`src/rtl/reservation_station.sv`:
```
// ---------------------------------------------------------------------------
// reservation_station
//   Tomasulo-style reservation station with RS_SIZE entries. Each entry holds
//   an instruction and its two source operands, either as values (Vj/Vk) or as
//   pending producer tags (Qj/Qk). Entries wake up from the CDB broadcast, and
//   one ready entry is issued to the ALU per cycle.
//
// Ports
//   clk, rst                 clock, synchronous active-low reset
//   new_inst_in + fields     dispatcher insert (inst, imm, pc, dest, rs1/rs2)
//   cdb_valid_in/tag/value   common data bus broadcast
//   clear_in                 misprediction flush of every entry
//   full_out                 all entries busy (combinational)
//   alu_valid_out + alu_*    registered issue pulse and issued fields
//
// Handshake: new_inst_in is a one-cycle valid with no separate ready. The
// station accepts it whenever full_out is low. When full_out is high, the
// instruction is dropped; the dispatcher is expected to hold off. The ALU side
// is valid-only. alu_valid_out pulses for one cycle per issued instruction,
// and alu_* keep their last values while alu_valid_out is low.
// ---------------------------------------------------------------------------
module reservation_station #(
  parameter int RS_SIZE = 8,
  parameter int TAG_W   = 4,
  parameter int INST_W  = 6
) (
  input  logic              clk,
  input  logic              rst,
  input  logic              new_inst_in,
  input  logic [INST_W-1:0] inst_in,
  input  logic [31:0]       imm_in,
  input  logic [31:0]       pc_in,
  input  logic [TAG_W-1:0]  dest_in,
  input  logic              rs1_busy_in,
  input  logic [TAG_W-1:0]  rs1_tag_in,
  input  logic [31:0]       rs1_val_in,
  input  logic              rs2_busy_in,
  input  logic [TAG_W-1:0]  rs2_tag_in,
  input  logic [31:0]       rs2_val_in,
  input  logic              cdb_valid_in,
  input  logic [TAG_W-1:0]  cdb_tag_in,
  input  logic [31:0]       cdb_value_in,
  input  logic              clear_in,
  output logic              full_out,
  output logic              alu_valid_out,
  output logic [INST_W-1:0] alu_inst_out,
  output logic [31:0]       alu_op1_out,
  output logic [31:0]       alu_op2_out,
  output logic [31:0]       alu_imm_out,
  output logic [31:0]       alu_pc_out,
  output logic [TAG_W-1:0]  alu_dest_out
);

  localparam int IDX_W = (RS_SIZE > 1) ? $clog2(RS_SIZE) : 1;

  // Entry storage
  logic [RS_SIZE-1:0] busy_q, busy_d;
  logic [RS_SIZE-1:0] rj_q, rj_d, rk_q, rk_d;
  logic [INST_W-1:0]  inst_q [RS_SIZE];
  logic [INST_W-1:0]  inst_d [RS_SIZE];
  logic [31:0]        vj_q [RS_SIZE];
  logic [31:0]        vj_d [RS_SIZE];
  logic [31:0]        vk_q [RS_SIZE];
  logic [31:0]        vk_d [RS_SIZE];
  logic [TAG_W-1:0]   qj_q [RS_SIZE];
  logic [TAG_W-1:0]   qj_d [RS_SIZE];
  logic [TAG_W-1:0]   qk_q [RS_SIZE];
  logic [TAG_W-1:0]   qk_d [RS_SIZE];
  logic [31:0]        imm_q [RS_SIZE];
  logic [31:0]        imm_d [RS_SIZE];
  logic [31:0]        pc_q [RS_SIZE];
  logic [31:0]        pc_d [RS_SIZE];
  logic [TAG_W-1:0]   dest_q [RS_SIZE];
  logic [TAG_W-1:0]   dest_d [RS_SIZE];

  // Issue output registers
  logic              alu_valid_q, alu_valid_d;
  logic [INST_W-1:0] alu_inst_q, alu_inst_d;
  logic [31:0]       alu_op1_q, alu_op1_d;
  logic [31:0]       alu_op2_q, alu_op2_d;
  logic [31:0]       alu_imm_q, alu_imm_d;
  logic [31:0]       alu_pc_q, alu_pc_d;
  logic [TAG_W-1:0]  alu_dest_q, alu_dest_d;

  logic             all_busy;
  logic [IDX_W-1:0] ins_idx;
  logic             iss_found;
  logic [IDX_W-1:0] iss_idx;

  assign all_busy = &busy_q;
  // Held low during reset so the dispatcher never sees a stale full.
  assign full_out = rst & all_busy;

  // Lowest-index free slot and lowest-index ready entry. The loops run from
  // the top down, so the last assignment is the lowest index.
  always_comb begin
    ins_idx   = '0;
    iss_found = 1'b0;
    iss_idx   = '0;
    for (int i = RS_SIZE - 1; i >= 0; i--) begin
      if (!busy_q[i]) ins_idx = IDX_W'(i);
      if (busy_q[i] && rj_q[i] && rk_q[i]) begin
        iss_found = 1'b1;
        iss_idx   = IDX_W'(i);
      end
    end
  end

  always_comb begin
    busy_d = busy_q;  rj_d = rj_q;  rk_d = rk_q;
    inst_d = inst_q;  vj_d = vj_q;  vk_d = vk_q;
    qj_d   = qj_q;    qk_d = qk_q;  imm_d = imm_q;
    pc_d   = pc_q;    dest_d = dest_q;
    alu_valid_d = 1'b0;
    alu_inst_d  = alu_inst_q;
    alu_op1_d   = alu_op1_q;
    alu_op2_d   = alu_op2_q;
    alu_imm_d   = alu_imm_q;
    alu_pc_d    = alu_pc_q;
    alu_dest_d  = alu_dest_q;

    if (clear_in) begin
      busy_d = '0;
    end else begin
      // CDB wakeup. This only affects entries that are already present. A
      // woken entry becomes selectable on the following cycle.
      if (cdb_valid_in) begin
        for (int i = 0; i < RS_SIZE; i++) begin
          if (busy_q[i] && !rj_q[i] && (qj_q[i] == cdb_tag_in)) begin
            vj_d[i] = cdb_value_in;
            rj_d[i] = 1'b1;
          end
          if (busy_q[i] && !rk_q[i] && (qk_q[i] == cdb_tag_in)) begin
            vk_d[i] = cdb_value_in;
            rk_d[i] = 1'b1;
          end
        end
      end

      if (iss_found) begin
        busy_d[iss_idx] = 1'b0;
        alu_valid_d     = 1'b1;
        alu_inst_d      = inst_q[iss_idx];
        alu_op1_d       = vj_q[iss_idx];
        alu_op2_d       = vk_q[iss_idx];
        alu_imm_d       = imm_q[iss_idx];
        alu_pc_d        = pc_q[iss_idx];
        alu_dest_d      = dest_q[iss_idx];
      end

      // The insert slot is non-busy now and the issue slot is busy, so both
      // can never target the same entry in one cycle.
      if (new_inst_in && !all_busy) begin
        busy_d[ins_idx] = 1'b1;
        inst_d[ins_idx] = inst_in;
        imm_d[ins_idx]  = imm_in;
        pc_d[ins_idx]   = pc_in;
        dest_d[ins_idx] = dest_in;
        qj_d[ins_idx]   = rs1_tag_in;
        qk_d[ins_idx]   = rs2_tag_in;
        // A same-cycle CDB match bypasses straight into the operand value.
        if (!rs1_busy_in) begin
          vj_d[ins_idx] = rs1_val_in;   rj_d[ins_idx] = 1'b1;
        end else if (cdb_valid_in && (cdb_tag_in == rs1_tag_in)) begin
          vj_d[ins_idx] = cdb_value_in; rj_d[ins_idx] = 1'b1;
        end else begin
          rj_d[ins_idx] = 1'b0;
        end
        if (!rs2_busy_in) begin
          vk_d[ins_idx] = rs2_val_in;   rk_d[ins_idx] = 1'b1;
        end else if (cdb_valid_in && (cdb_tag_in == rs2_tag_in)) begin
          vk_d[ins_idx] = cdb_value_in; rk_d[ins_idx] = 1'b1;
        end else begin
          rk_d[ins_idx] = 1'b0;
        end
      end
    end
  end

  // Payload fields are not reset. They are only observed through an entry
  // whose busy flag is set.
  always_ff @(posedge clk) begin
    if (!rst) begin
      busy_q      <= '0;
      alu_valid_q <= 1'b0;
      alu_inst_q  <= '0;
      alu_op1_q   <= '0;
      alu_op2_q   <= '0;
      alu_imm_q   <= '0;
      alu_pc_q    <= '0;
      alu_dest_q  <= '0;
    end else begin
      busy_q      <= busy_d;
      rj_q        <= rj_d;
      rk_q        <= rk_d;
      inst_q      <= inst_d;
      vj_q        <= vj_d;
      vk_q        <= vk_d;
      qj_q        <= qj_d;
      qk_q        <= qk_d;
      imm_q       <= imm_d;
      pc_q        <= pc_d;
      dest_q      <= dest_d;
      alu_valid_q <= alu_valid_d;
      alu_inst_q  <= alu_inst_d;
      alu_op1_q   <= alu_op1_d;
      alu_op2_q   <= alu_op2_d;
      alu_imm_q   <= alu_imm_d;
      alu_pc_q    <= alu_pc_d;
      alu_dest_q  <= alu_dest_d;
    end
  end

  assign alu_valid_out = alu_valid_q;
  assign alu_inst_out  = alu_inst_q;
  assign alu_op1_out   = alu_op1_q;
  assign alu_op2_out   = alu_op2_q;
  assign alu_imm_out   = alu_imm_q;
  assign alu_pc_out    = alu_pc_q;
  assign alu_dest_out  = alu_dest_q;

endmodule

```
`config.mk`:
```
export PLATFORM = sky130hd
export DESIGN_NAME = reservation_station
export DESIGN_NICKNAME = d
export VERILOG_FILES = /design/src/rtl/reservation_station.sv
export SDC_FILE = /design/constraint.sdc
export NUM_CORES = 2
export LEC_CHECK = 0
export CORE_ASPECT_RATIO = 1.1
export CORE_UTILIZATION = 40
export CTS_CLUSTER_DIAMETER = 40
export DETAILED_ROUTE_END_ITERATION = 8
export DONT_BUFFER_PORTS = 1
export GPL_TIMING_DRIVEN = 0
export PLACE_DENSITY = 0.63
export SLEW_MARGIN = 0
export SYNTH_ARGS = -nofsm -noshare
export SYNTH_HDL_FRONTEND = slang
export SYNTH_SLANG_ARGS = --single-unit
```
`constraint.sdc`:
```
create_clock -name clk -period 20 [get_ports clk]
set_input_delay 4 -clock clk [delete_from_list [all_inputs] [get_ports clk]]
set_output_delay 4 -clock clk [all_outputs]
set_load 0.02 [all_outputs]
```
# --- After elaboration in Yosys (flattened, before gate mapping) ---
# Index checks and enable logic that the tools add are counted.
# W data, S select, Z words.
word_totals:
  reg_bits: 1331
  inputBits: 189
  output_inout_bits: 140
  elab_cells: 306
classes:
  magnitude_cmp: 7
  n_eq_ne: 18
  n_mux: 118
  bitwise: 13
  reduce_logical: 76
ops:
  columns: ["cell", "count"]
  rows:
  - ["$mux W256", 10]
  - ["$bwmux W256", 6]
  - ["$mux W32", 25]
  - ["$bmux W32 S3", 4]
  - ["$mux W8", 13]
  - ["$bwmux W32", 3]
  - ["$demux W32 S3", 1]
  - ["$eq A4 B4 Y1", 18]
  - ["$logic_and A1 B1 Y1", 54]
  - ["$bwmux W48", 1]
  - ["$mux W3", 16]
  - ["$mux W1", 27]
  - ["$and A8 B8 Y8", 3]
  - ["$or A8 B8 Y8", 3]
  - ["$bmux W6 S3", 1]
  - ["$demux W6 S3", 1]
  - ["$mux W6", 3]
  - ["$logic_not A1 Y1", 17]
  - ["$not A8 Y8", 2]
  - ["$bmux W4 S3", 1]
  - ["$demux W4 S3", 1]
  - ["$mux W4", 3]
  - ["$ge A4 B4 Y1 const B", 2]
  - ["$lt A3 B4 Y1 const B", 2]
  - ["other kinds (10)", 15]

# --- Depth between registers and ports, before layout ---
depth:
  word_depth: 20
  depth_mapped: 11

# --- Worst setup path before layout ---
# Ideal clock, no wire load.
synth_timing:
  kind: "input port to flip-flop"
  startpoint: "in clear_in"
  endpoint: "reg rj_q[0] (enable)"
  setup_time_ns: 0.871
  arrival_ns: 15.151
  path_slack_ns: 3.978
  stages: 6
  cell_sequence: "inv_1 -> clkbuf_1 -> clkbuf_1 -> nand2_1 -> clkbuf_1 -> inv_1"
synth_via:
  elab_chain_len: 2
synth_rtl:
  columns: ["item", "line_no", "text"]
  rows:
  - ["from (decl)", "43", "input logic clear_in,"]
  - ["$not A1 Y1 (no source line)", null, null]
  - ["$reduce_and A2 Y1 (no source line)", null, null]
  - ["to (signal assigned)", "194", "rj_q <= rj_d;"]
  - ["to (decl)", "58", "logic [RS_SIZE-1:0] rj_q, rj_d, rk_q, rk_d;"]
# No other way between the ends.
# A chain may end at the register's enable or synchronous reset.

# --- Worst setup path after layout ---
layout_timing:
  startpoint: "in rst"
  endpoint: "out full_out"
layout_via:
  elab_chain_len: 1
layout_rtl:
  columns: ["item", "line_no", "text"]
  rows:
  - ["from (decl)", "28", "input logic rst,"]
  - ["$and A1 B1 Y1", "92", "assign full_out = rst & all_busy;"]
  - ["to (decl)", "44", "output logic full_out,"]
# No other way between the ends.

==> flow_summary.toml <==
[min_path]
hp-start = "imm_q[84]$_DFFE_PP_"
min_path_cells = 2
min-delay-path-class = "reg -> reg"
min_to = "alu_imm_out[20]$_SDFFE_PN0P_"

[clock_network]
cts-resized-gates = 0
insertion_delay_ns = 0.83
cts_tree = "done"
clock-sinks = 1331
cts_made_buffers = 186
post_cts_buffers = 0
ctsHoldBuffers = 0
clock_path_buffers = 3
clk_pin_slew_ns = 0.05
h-tree-depth = 4
cts_root_buf = "clkbuf_16"

[yosys]
synth_area_leaders = "edfxtp_1 (57%), mux2i_1 (10%), o22ai_1 (4.8%), dfxtp_1 (4.7%), nand3_1 (2.5%)"
synth-edff-count = 1184
synthSimpleGateAreaFrac_pct = 8.147
synth.most_common_cell = "edfxtp_1"
synth_compound_area_share_pct = 14.57
synth_warnings = 0
synth-xor-area-share_pct = 1.009
yosys_register_bits = 1331
synth.area.mux_share_pct = 11.14
synth_async_sr_flop_share_pct = 0
ys_types = 66
syn_inst = 5050
seq_area_frac_synth_pct = 61.60
synth-main-ff-cell = "edfxtp_1"
ys_top_cells_by_count = "edfxtp_1 (1184), mux2i_1 (641), o22ai_1 (477)"
synth_top_area_share_pct = 56.89
synth_fa_ha_area_share_pct = 0
synth_top_area_cell = "edfxtp_1"
netlist_area_um2 = 62490
synth_top_family_by_area = "compound AO/OA/AOI/OAI gates"
syn_avg_cell_area_um2 = 12.37
syn_nets = 5239

[flow_run]
cap_violations = 1

[timing]
hold_ws_ns = 0.5553
max_freq_ghz = 0.09956
slew_viol_final = 11
worst_pin_slew_ns = 1.546
period_share_pct = 50.22
fin_crit_ns = 10.04
finClkSkew_ns = 0.04522
rsz0062_at_grt = "no"
hold_viol_final = 0
relSlewSlack_pct = -3.038
fin_tns_setup_ns = 0
setup_viol = 0

[critical_path]
r2r_start = "busy_q[3]$_SDFF_PN0_"
r2r_cells = 9
worstPathMaxFanout = 10
critPathRequiredTime_ns = 16.00
r2r_end = "pc_q[16]$_DFFE_PP_"
endpoint_kind = "output pin"
r2r_setup_slack_ns = 15.25
start_kind = "input port"
cp.arrival_ns = 6.04
crit_type = "in -> out"

[grt]
grt_remaining_overflow = 0
grt_antenna_before_repair = 33
grt_first_pass_wirelength_um = 353800
grt_max_degree = 132
track_usage_pct = 31.35
grt_pass1_vias = 47735

[power]
worst_ir_drop_vdd_uv = 94.01
p_per_area_nw_per_um2 = 96.59
power.share.switching_pct = 23.60
p_leak_uw = 0.02706
switchingPower_uw = 1656
seqPwrFrac_pct = 45.4
p_int_uw = 5362
p_comb_share_pct = 4.2
pwr-share-clk_pct = 50.4

[cells_and_area]
syn2layout_area_growth_pct = 16.27
instances_no_fill = 7526
drive_gt1_share_pct = 11.31
final_nets = 5463
fin_util_pct = 47.02

[die]
start_util_pct = 40.44
die_h_um = 416.6
num_rows = 151
die-area_um2 = 157800
die_w_um = 378.9
io_pins = 329
core-area_um2 = 154500

[drt]
drc_errors = 0
wl_per_cell_um = 33.76
antenna_left = 0
drt_iter0_drc = 7380
via_count = 49576
dr.pass1.iters = 7
viasPerCell = 6.587
drt_wl_total_um = 254100

[placed_design]
place.port_buffers = 0
dpl.cell_count = 7151
dp_hpwl_um = 178300
gp_congestion = 0.9992

[outcome]
violations = "capacitance limit, slew limit"
status = "complete, but fails checks"
-- placed cells by master, fill, tap and decap left out, types with 147 or more instances in the layout --
cell / count
nand3_1: 313
mux2i_1: 641
clkbuf_16: 189
clkbuf_1: 339
o21ai_0: 187
a21oi_1: 294
nor2_1: 198
buf_2: 152
dfxtp_1: 147
nand2_1: 204
o22ai_1: 477
edfxtp_1: 1184
-- critical path, cell delays in order --
cell and delay [ns]:
inv_1 0.06, clkbuf_1 0.30, clkbuf_1 0.47, nor4_2 1.20
-- layer usage --
metal / vias up / wire length, um / track usage (%)
met5: - / 177 / 0
met2: 3543 / 113000 / 47.16
met3: 827 / 35380 / 13.00
met1: 24597 / 89820 / 37.83
met4: 32 / 15720 / 17.43
li1: 20577 / - / -
-- state kept, by name, summed over array words and instances (netlist names) --
register       flops
imm_q            256
pc_q             256
vj_q             256
vk_q             256
inst_q            48
alu_imm_out       32
alu_op1_out       32
alu_op2_out       32
alu_pc_out        32
dest_q            32
qj_q              32
qk_q              32
busy_q             8
rj_q               8
rk_q               8
alu_inst_out       6
alu_dest_out       4
alu_valid_out      1
-- power groups by stage --
stage | Clock [uW] | Sequential, uW | Combinational (uW)
after floorplan | 0 | 3230 | 180
after global placement | 0 | 3270 | 275
after detailed placement | 0 | 3240 | 287
after CTS | 3540 | 3180 | 289
after global routing | 3660 | 3190 | 312
final | 3540 | 3180 | 298
-- kinds of logic after synthesis --
| group | count (synthesis) |
|---|---|
| muxes | 688 |
| AOI/OAI and AO/OA | 1390 |
| and+or+nand+nor | 1058 |
| buffers and inverters | 511 |
| xor gates and xnor gates | 72 |
| DFF | 1331 |
-- cell type report --
class	instances	area, um^2
diodes	22	55.05
repair buffers	36	788.3
multi-input cells	3208	21880
well taps	2065	2584
fillers	14065	81880
plain buffers	505	2192
flip-flops and latches	1331	38500
clock inverters	131	1714
clock buffers	222	4923
inverters	6	30.03
-- worst max-delay path by stage --
stage              from             endpoint  cells past startpoint
5_1_grt             rst             full_out                      4
2_1_floorplan  clear_in    rj_q[0]$_DFFE_PP_                      6
3_3_place_gp   clear_in  vk_q[145]$_DFFE_PP_                      6
4_1_cts             rst             full_out                      4
3_5_place_dp        rst             full_out                      4
6_report            rst             full_out                      4
-- stage by stage --
step                      worst slack, ns  power [uW]  area (um^2)
after floorplan                     3.978        3411        62490
after global placement             -2.766        3549        65080
after detailed placement            10.06        3526        65960
after CTS                           10.06        7008        72600
after global routing                9.921        7156        72620
final                               9.955        7018        72660
No activity file was read; power rests on OpenSTA's default activity.
